--- src/rtl/shift_cmd_sequencer.sv ---
`default_nettype none
// ============================================================================
//  Module   : shift_cmd_sequencer
//  Purpose  : Queues {op, data, count} commands and replays each as `count`
//             ctrl/in cycles into an N-bit shift register; holds it otherwise.
//  Revision : 1.0  initial release
// ============================================================================
module shift_cmd_sequencer #(
    parameter int N     = 8,
    parameter int DEPTH = 4,
    parameter int CW    = 4
) (
    input  logic                     clk,
    input  logic                     rst,
    input  logic                     cmd_valid,
    output logic                     cmd_ready,
    input  logic [2:0]               cmd_op,
    input  logic [N-1:0]             cmd_data,
    input  logic [CW-1:0]            cmd_count,
    input  logic [N-1:0]             sr_q,
    output logic [2:0]               sr_ctrl,
    output logic [N-1:0]             sr_in,
    output logic                     busy,
    output logic                     done,
    output logic [$clog2(DEPTH):0]   fifo_level
);

    localparam int c_AW = $clog2(DEPTH);
    localparam int c_LW = c_AW + 1;
    localparam int c_KW = $clog2(N + 1);

    localparam logic [2:0] c_OP_LOAD  = 3'd1;
    localparam logic [2:0] c_OP_SERIN = 3'd5;

    typedef enum logic [0:0] {
        S_IDLE = 1'b0,
        S_RUN  = 1'b1
    } state_t;

    state_t r_state;
    state_t w_state_nxt;

    // ------------------------------------------------------------------
    // Command FIFO
    // ------------------------------------------------------------------
    logic [2:0]      r_op_mem   [DEPTH];
    logic [N-1:0]    r_data_mem [DEPTH];
    logic [CW-1:0]   r_cnt_mem  [DEPTH];
    logic [c_AW-1:0] r_wptr;
    logic [c_AW-1:0] r_rptr;
    logic [c_LW-1:0] r_level;

    logic            w_push;
    logic            w_pop;
    logic            w_empty;
    logic            w_last;
    logic [CW-1:0]   w_head_cnt;
    logic [CW-1:0]   w_head_rem;

    // Execution registers for the command currently being replayed
    logic [2:0]      r_op;
    logic [N-1:0]    r_data;
    logic [CW-1:0]   r_rem;
    logic [c_KW-1:0] r_k;
    logic            r_done;

    assign w_empty    = (r_level == '0);
    assign cmd_ready  = !rst && (r_level != c_LW'(DEPTH));
    assign w_push     = cmd_valid && cmd_ready;
    assign w_last     = (r_state == S_RUN) && (r_rem == CW'(1));
    // A pop happens from IDLE or on the final cycle of a command, so queued
    // commands chain with no idle cycle between them.
    assign w_pop      = !w_empty && ((r_state == S_IDLE) || w_last);
    assign w_head_cnt = r_cnt_mem[r_rptr];
    assign w_head_rem = (w_head_cnt == '0) ? CW'(1) : w_head_cnt;

    always_ff @(posedge clk) begin
        if (w_push) begin
            r_op_mem[r_wptr]   <= cmd_op;
            r_data_mem[r_wptr] <= cmd_data;
            r_cnt_mem[r_wptr]  <= cmd_count;
        end
    end

    always_ff @(posedge clk) begin
        if (rst) begin
            r_wptr  <= '0;
            r_rptr  <= '0;
            r_level <= '0;
        end else begin
            if (w_push) begin
                r_wptr <= r_wptr + c_AW'(1);
            end
            if (w_pop) begin
                r_rptr <= r_rptr + c_AW'(1);
            end
            case ({w_push, w_pop})
                2'b10:   r_level <= r_level + c_LW'(1);
                2'b01:   r_level <= r_level - c_LW'(1);
                default: r_level <= r_level;
            endcase
        end
    end

    // ------------------------------------------------------------------
    // Sequencer FSM
    // ------------------------------------------------------------------
    always_ff @(posedge clk) begin
        if (rst) begin
            r_state <= S_IDLE;
        end else begin
            r_state <= w_state_nxt;
        end
    end

    always_comb begin
        w_state_nxt = r_state;
        case (r_state)
            S_IDLE: begin
                if (!w_empty) begin
                    w_state_nxt = S_RUN;
                end
            end
            S_RUN: begin
                if (w_last && w_empty) begin
                    w_state_nxt = S_IDLE;
                end
            end
            default: w_state_nxt = S_IDLE;
        endcase
    end

    always_ff @(posedge clk) begin
        if (rst) begin
            r_op   <= '0;
            r_data <= '0;
            r_rem  <= '0;
            r_k    <= '0;
            r_done <= 1'b0;
        end else begin
            r_done <= w_last;
            if (w_pop) begin
                r_op   <= r_op_mem[r_rptr];
                r_data <= r_data_mem[r_rptr];
                r_rem  <= w_head_rem;
                r_k    <= '0;
            end else if (r_state == S_RUN) begin
                r_rem <= r_rem - CW'(1);
                if (r_k != c_KW'(N)) begin
                    r_k <= r_k + c_KW'(1);
                end
            end
        end
    end

    // ------------------------------------------------------------------
    // Register drive: hold (load own output) unless a command is running
    // ------------------------------------------------------------------
    always_comb begin
        sr_ctrl = c_OP_LOAD;
        sr_in   = sr_q;
        if (r_state == S_RUN) begin
            sr_ctrl = r_op;
            case (r_op)
                c_OP_LOAD:  sr_in = r_data;
                c_OP_SERIN: sr_in = r_data >> r_k;
                default:    sr_in = '0;
            endcase
        end
    end

    assign busy       = (r_state == S_RUN) || !w_empty;
    assign done       = r_done;
    assign fifo_level = r_level;

endmodule
`default_nettype wire

--- config.mk ---
export PLATFORM = sky130hd
export DESIGN_NAME = shift_cmd_sequencer
export DESIGN_NICKNAME = d
export VERILOG_FILES = /design/src/rtl/shift_cmd_sequencer.sv
export SDC_FILE = /design/constraint.sdc
export NUM_CORES = 1
export LEC_CHECK = 0
export ABC_AREA = 1
export CAP_MARGIN = 20
export CORE_UTILIZATION = 51
export DETAILED_ROUTE_END_ITERATION = 16
export DONT_BUFFER_PORTS = 1
export PLACE_DENSITY = 0.7
export SLEW_MARGIN = 25
export SYNTH_ARGS = -nofsm -noshare
export SYNTH_HDL_FRONTEND = slang
export SYNTH_SLANG_ARGS = --single-unit
export TNS_END_PERCENT = 10
--- constraint.sdc ---
create_clock -name clk -period 2.5 [get_ports clk]
set_clock_uncertainty 0.1 [all_clocks]
set_input_delay 0.25 -clock clk [delete_from_list [all_inputs] [get_ports clk]]
set_output_delay 0.25 -clock clk [all_outputs]
set_load 0.05 [all_outputs]
### Yosys cells after proc, flatten, opt, wreduce, memory -nomap -nowiden

Memory sizes are Yosys's and may differ from the RTL's. A register that Yosys moved wholly into a read port is not among the register bits.
Cells that the tools add are included.
Widths: inputs -> output; s select.

* add/sub/neg operators: 6
* eq/ne operators: 7
* shifts and indexed selects: 1
* multiplexer cells: 14
* bitwise gates (word level): 1
* reductions and logical operators: 15

Operator list (number)
* $pmux 8 s2: 1
* $mux 4: 3
* $mux 8: 1
* $shr 8x4->8: 1
* $pmux 3 s2: 1
* $logic_and 1x1->1: 5
* $add 2x1->2 const B: 2
* $add 4x1->4 const B: 1
* $eq 4x1->1 const B: 1
* $logic_not 4->1: 1
* $mux 1: 4
* $mux 2: 2
* $ne 4x4->1 const B: 1
* $reduce_bool 2->1: 2
* $sub 4x1->4 const B: 1
* $add 3x1->3 const B: 1
* $eq 3x1->1 const B: 1
* $eq 3x3->1 const B: 1
* $logic_not 3->1: 1
* $mux 3: 1
* $ne 3x3->1 const B: 1
* $sub 3x1->3 const B: 1
* $eq 2x1->1 const B: 1
* $eq 2x2->1 const B: 1
* 6 further kinds: 8

* bits in registers: 17
* RAM bits: 60
* bits of input ports: 26
* output and inout bits: 17
* logic and storage cells: 54
* memories: 3

Memories
* r_data_mem: depth 4, bits a word 8, rd ports 1, clocked after memory_dff 1, write ports 1, line 47 `logic [N-1:0] r_data_mem [DEPTH];`
* r_cnt_mem: depth 4, bits a word 4, rd ports 1, clocked after memory_dff 1, write ports 1, line 48 `logic [CW-1:0] r_cnt_mem [DEPTH];`
* r_op_mem: depth 4, bits a word 3, rd ports 1, clocked after memory_dff 1, write ports 1, line 46 `logic [2:0] r_op_mem [DEPTH];`

### Depth between registers and ports, before layout

* word-level depth: 6
* depth in mapped cells: 14

### Worst setup path before layout

No wires, ideal clock.

* path kind: register to register
* from: reg r_level[0] (netlist: fifo_level[0])
* to: mem r_cnt_mem[0][0] (enable)
* setup time: 387 ps
* arrival time: 2705 ps
* path slack: -692 ps
* stages on the path, launching flop included: 5
* period minus slack after synthesis: 3192 ps
* cells stage by stage: dfxtp_1 > nor2_1 > a21oi_1 > nand2_1 > nor2_1

* cells in the longest elaborated chain, start to end: 5

Ends and longest elaborated chain
* from (decl): line 51 `logic [c_LW-1:0] r_level;`
* from (signal assigned): line 98 `2'b10: r_level <= r_level + c_LW'(1);`
* from (signal assigned): line 99 `2'b01: r_level <= r_level - c_LW'(1);`
* from (signal assigned): line 100 `default: r_level <= r_level;`
* $ne 3x3->1: line 68 `assign cmd_ready = !rst && (r_level != c_LW'(DEPTH));`
* $logic_and 1x1->1: line 68
* net cmd_ready: line 16 `output logic cmd_ready,`
* $logic_and 1x1->1: line 69 `assign w_push = cmd_valid && cmd_ready;`
* $mux 1: line 78 `if (w_push) begin`
* $mux 1 (not written as such): line 81 `r_cnt_mem[r_wptr] <= cmd_count;`
* to (decl): line 48

The timed path passes the listed nets, and every way through them passes these cells.

### Final worst setup path

* from: reg r_k[1]
* to: out sr_in[0]

* cells in the longest elaborated chain, start to end: 3

Ends and longest elaborated chain
* from (decl): line 64 `logic [c_KW-1:0] r_k;`
* from (signal assigned): line 150 `r_k <= r_k + c_KW'(1);`
* $shr 8x4->8: line 166 `c_OP_SERIN: sr_in = r_data >> r_k;`
* $pmux 8 s2: line 164 `case (r_op)`
* $mux 8: line 162 `if (r_state == S_RUN) begin`
* to (decl): line 22 `output logic [N-1:0] sr_in,`

Every way passes these cells.

==> reports/summary.txt <==
synth warn: 0
VDD IR-drop max: 0.463 mV
CP startpoint kind: flop
Overflow after GRT: 0
CTS sink count: 90
antenna violations before repair: 0
sequential fraction of the synthesis area: 60.0%
Die Area: 0.00821 mm2
Hold Crit Class: input port to flop
pwr dens: 1120 mW/mm2
Via Count: 2937
drt via density: 5.31
Die Y: 90.6 um
crit end category: output pin
CTS tree: built
total CTS buffers: 9
Initial Utilization: 54.0%
Slew HR: 64.1%
period utilisation layout: 89.9%
Clk pwr share: 18.8%
Root Driver: clkbuf_8
Clk pin slew, worst setup/hold paths: 0.10 ns
crit path DAT: 1.90 ns
Pre-antenna DRT Iters: 4
# DRC: 0
port bufs: 0
Crit Path Class: flop to output pin
combinational power share: 42.2%
internal power: 0.00285 W
Slew Viols, Final: 0
Hold Fails Final Rpt: 0
largest net degree at the start of global routing: 27
top-level port count: 43
total track usage: 20.5%
Antenna Nets Post-Route: 0
Die Width: 90.6 um
Clock Tree Buf Depth: 2
area delta synth->final: 14.0%
vias in the first global route: 2756
Max Fanout on Critical Path: 13
status: completed
worst-skew pair later-pin latency: 0.37 ns
# setup viols final: 0
layout cells sized above 1: 13.0%
placed instance count: 521
Total Wirelength: 7890 um
NetSw: 0.00227 W
Core Area: 0.00741 mm2
minimum clock period: 2.25 ns
Hold Worst Slack: 0.147 ns
GPL Wtd Cong: 0.873
Max Fclk: 0.445 GHz
Post-Syn Area: 0.00400 mm2
nets@finish: 485
# H-tree levels: 3
static leakage power: 1.72 nW
RSZ-0062 raised after global routing: false
antenna fix cells: 0
Row Count: 31
worst-margin pin slew: 0.538 ns
Post-Syn Area per Cell: 9.55 um2
final non-filler cell total: 553
CP Data Required Time: 2.15 ns
Sequential Power Share: 39.1%
Max-Cap Viols: 0
Mapped Nets: 455
Total Power: 0.00512 W
Synth Instances: 419
Iteration-0 DRC Markers: 186
Synth cell types: 31
first-pass GRT wire length: 13100 um
Final HPWL DP: 5110 um
Net Sw Frac: 44.3%
setup TNS: 0 ns
Routed wire per std cell: 14.3 um
flop and latch count out of synthesis: 90
## cells in the mapped netlist, drive strengths merged
cell type / count / share of area [%]
inv: 38 / 3.6
nand3: 20 / 2.5
nand3b: 2 / 0.38
nor2: 68 / 6.5
ha: 9 / 2.8
fa: 1 / 0.50
edfxtp: 60 / 45
clkbuf: 5 / 0.47
nor3: 2 / 0.25
nand4: 1 / 0.16
dfxtp: 30 / 15
xor2: 2 / 0.44
o21ai: 56 / 7.0
o22ai: 11 / 1.7
and3: 1 / 0.16
o211ai: 3 / 0.56
a21oi: 30 / 3.8
nor3b: 1 / 0.31
or2: 3 / 0.47
buf: 11 / 1.7
o21bai: 1 / 0.19
nand2: 64 / 6.5
## sequential cells by signal, indices dropped and copies added (netlist names), named ones only
register / count
fifo_level: 3
r_data_mem: 32
r_data: 8
r_op: 3
done: 1
r_rptr: 2
r_rem: 4
r_cnt_mem: 16
r_wptr: 2
r_op_mem: 12
r_k: 4
r_state: 1
## power by group through the flow
stage	clock network [W]	registers, W	logic, W
floorplan	0	0.00202	0.00168
global placement	0	0.00202	0.00206
detailed placement	0	0.00203	0.00211
CTS	0.000986	0.00200	0.00215
global route	0.00104	0.00203	0.00242
finish	0.000960	0.00200	0.00216
## placed cells by master (no fill, tap or decap), drive strengths merged
cell type,count
nand3,20
nand2,64
nor3b,1
ha,9
nor3,2
fa,1
or2,3
buf,19
and3,1
o211ai,3
o22ai,11
o21ai,56
nand4,1
dfxtp,30
inv,43
xor2,2
edfxtp,60
a21oi,30
clkinv,2
o21bai,1
dlygate4sd3,16
nor2,68
nand3b,2
clkbuf,9
## through the flow
| step | util (%) | instance area (um2) | setup slack [ns] |
|---|---|---|---|
| 6_report | 61.6 | 4560 | 0.253 |
| 5_1_grt | 61.6 | 4560 | 0.0602 |
| 4_1_cts | 61.6 | 4560 | 0.142 |
| 3_5_place_dp | 56.8 | 4210 | 0.294 |
| 3_3_place_gp | 56.8 | 4210 | 0.337 |
| 2_1_floorplan | - | 4030 | 0.0344 |
## final timing paths
check             from       endpoint  slack (ns)  depth (start not counted)
min reg2reg   r_rem[1]       r_rem[1]        0.39                          2
min          cmd_valid      r_wptr[1]        0.15                          3
max reg2reg   r_rem[0]  fifo_level[2]        0.27                         12
max             r_k[1]       sr_in[0]        0.25                          6
## what timing repair did
action                                  in CTS  in global routing
gates resized for setup                      0                  1
hold buffers                                16                  0
endpoints found under the hold margin       65                  0
buffers inserted                             0                  0
endpoints found under the setup margin       0                  2
## area by class of cell
| type | instances | area [um2] |
|---|---|---|
| clock buffers | 9 | 124 |
| flip-flops and latches | 90 | 2410 |
| multi-input cells | 275 | 1390 |
| fillers | 644 | 2850 |
| inverters | 38 | 143 |
| clock inverters | 7 | 68.8 |
| repair buffers | 35 | 303 |
| well taps | 99 | 124 |
## routing by layer
layer  track usage [%]  part of all wire, %  vias to the layer above
met5                 0                    0                        -
met2              31.9                   46                       85
met4              7.80                  1.5                        0
met3              5.39                  5.2                       10
met1              27.6                   47                     1353
li1                  -                    -                     1489
## worst max-delay path: stages, from the launching register on
cell	delay, ns
dfxtp_1	0.59
inv_1	0.20
o21ai_1	0.22
nand2_1	0.07
nand3_1	0.09
nand2_1	0.05
inv_1	0.31
## kinds of logic after synthesis
kind of cell / after synthesis / synth area share [%]
fa+ha+maj: 10 / 3.31
flops: 90 / 60.0
simple gates: 162 / 17.2
compound gates: 101 / 13.3
buf+inv: 54 / 5.69
xor+xnor: 2 / 0.438
No activity file was read; power rests on OpenSTA's default activity.
==> RTL change (same settings) <==
Register the output `fifo_level` once more; this adds one clock of latency there. The other outputs are not delayed to match.
--- a/src/rtl/shift_cmd_sequencer.sv
+++ b/src/rtl/shift_cmd_sequencer.sv
@@ -173,3 +173,5 @@
     assign done       = r_done;
-    assign fifo_level = r_level;
+    always_ff @(posedge clk) begin
+        fifo_level <= r_level;
+    end
 
Behaviour: not the same (a bounded check fails within 4 cycles, from zero or initial values and one cycle with rst high).
==> RTL change against the unedited design <==
Hold slack worse by 0.085 ns; final area up 1.2%; critical path depth unchanged; combinational power down 6%; wire length up 2.6%; final cell count up 1.3%; critical endpoint unchanged; total power up 1.1%; sequential share of layout area up 0.63 points; worst setup slack worse by 0.079 ns; sequential cell count up 3; synthesized area up 2.7%.
==> RTL change: results <==
[global_routing]
antenna_found_initial = 0
use_met3 = 0.03731
use_met2 = 0.3415
groute.usage.overall = 0.1991
grt_use_met1 = 0.2536
grt_max_degree = 27
first_global_vias = 2710
grt_pass1_wl_um = 12880

[yosys]
async_flop_share = 0
synth_area_leaders = edfxtp_1, dfxtp_1, nand2_1, nor2_1, o21ai_0
synth_ff_type = edfxtp_1
synth_edf_count = 60
ys.warnings.count = 0
synth.net_count = 464
synth_cell_types = 31
seq_area_frac_synth = 0.5993
synth_common_cells = nand2_1, nor2_1, edfxtp_1

[cells_and_area]
fillers = 662
nets = 490
layout-drive-gt1-share = 0.1135
largestRegisters = r_data_mem: 32 flops, r_cnt_mem: 16 flops, r_op_mem: 12 flops
antennaDiodeCount = 0

[place]
dpl_worst_slack_ns = 0.4203
port_buffers = 0
post-dp-hpwl_um = 5235
gp_congestion = 0.8685
postPlaceCellArea_um2 = 4258

[timing]
slew_headroom = 0.6205

[setup_path]
worstPathArrival_ns = 1.98
path_max_fanout = 12
cp_slowest_stage_delay_ns = 0.54
critPathTopFamily = buffers and inverters
slowest_stage = dfxtp_1

[routing]
viasPerCell = 5.261
firstDrtPassIters = 5
initialDrtViolationCount = 236
routedWlPerCell_um = 14.46

[clock_tree]
cts_buffers = 9
clockBufferDepth = 2
root_buffer = clkbuf_8
clock_latency_ns = 0.35
cts_setup_buffers = 0
path_clk_slew_ns = 0.09
cts.htree.levels = 3

[pwr]
p_comb_frac = 0.393
p_leak_nw = 1.751
p_clk_frac = 0.193
p_seq_w = 0.00215
ir_worst_vdd_mv = 0.4441
power.switching_w = 0.002193

[run_status]
status = completed

[worst_hold_path]
hp-class = in2reg
==> RTL change: cell types whose count changed in the layout (fill, tap and decap cells not counted), sizes merged, moves of 3 or more <==
cell,delta
dfxtp,+3
nand3,+9
nor2,-3
nand2,+4
o21ai,-7
buf,-4
==> RTL change: kinds of logic after synthesis <==
group,share of synthesized area
AO/OA/AOI/OAI,0.1178
XOR/XNOR,0.004264
adder cells (fa/ha/maj),0.03228
buffers and inverters,0.06151
flip-flops,0.5993
AND/OR/NAND/NOR,0.1848
==> RTL change: repair_timing <==
item | CTS | global route
resized for setup | 0 | 1
setup endpoints to repair | 0 | 1
endpoints found under the hold margin | 65 | 0
hold buffers | 16 | 0
==> RTL change: final timing paths <==
| kind | startpoint | endpoint | slack [ns] | depth (start not counted) |
|---|---|---|---|---|
| worst max-delay path | r_k[1] | sr_in[0] | 0.17 | 6 |
| worst min-delay path | cmd_valid | r_wptr[1] | 0.06 | 2 |
| worst max register to register | r_rem[1] | r_level[2] | 0.38 | 13 |
| worst min register to register | r_level[0] | fifo_level[0] | 0.29 | 0 |
==> RTL change: layout make-up <==
cell class	instances	area (µm²)	share of cell area
sequential	93	2464	0.5337
tap	102	127.6	0.02765
inverter	42	157.7	0.03416
clock inverter	5	58.81	0.01274
multi-input combinational	277	1398	0.3028
clock buffer	10	137.6	0.02982
timing repair buffer	31	272.8	0.05909
==> RTL change: metrics by stage <==
step,hold WS (ns),instances
2_1_floorplan,0.2191,428
3_3_place_gp,0.2211,529
3_5_place_dp,0.2238,529
4_1_cts,0.06808,560
5_1_grt,0.09306,560
6_report,0.06244,560
==> RTL change: routing by layer <==
layer / up-vias / share of wire
met5: - / 0
met4: 0 / 0.015
met3: 13 / 0.046
met2: 79 / 0.48
met1: 1358 / 0.46
li1: 1496 / -
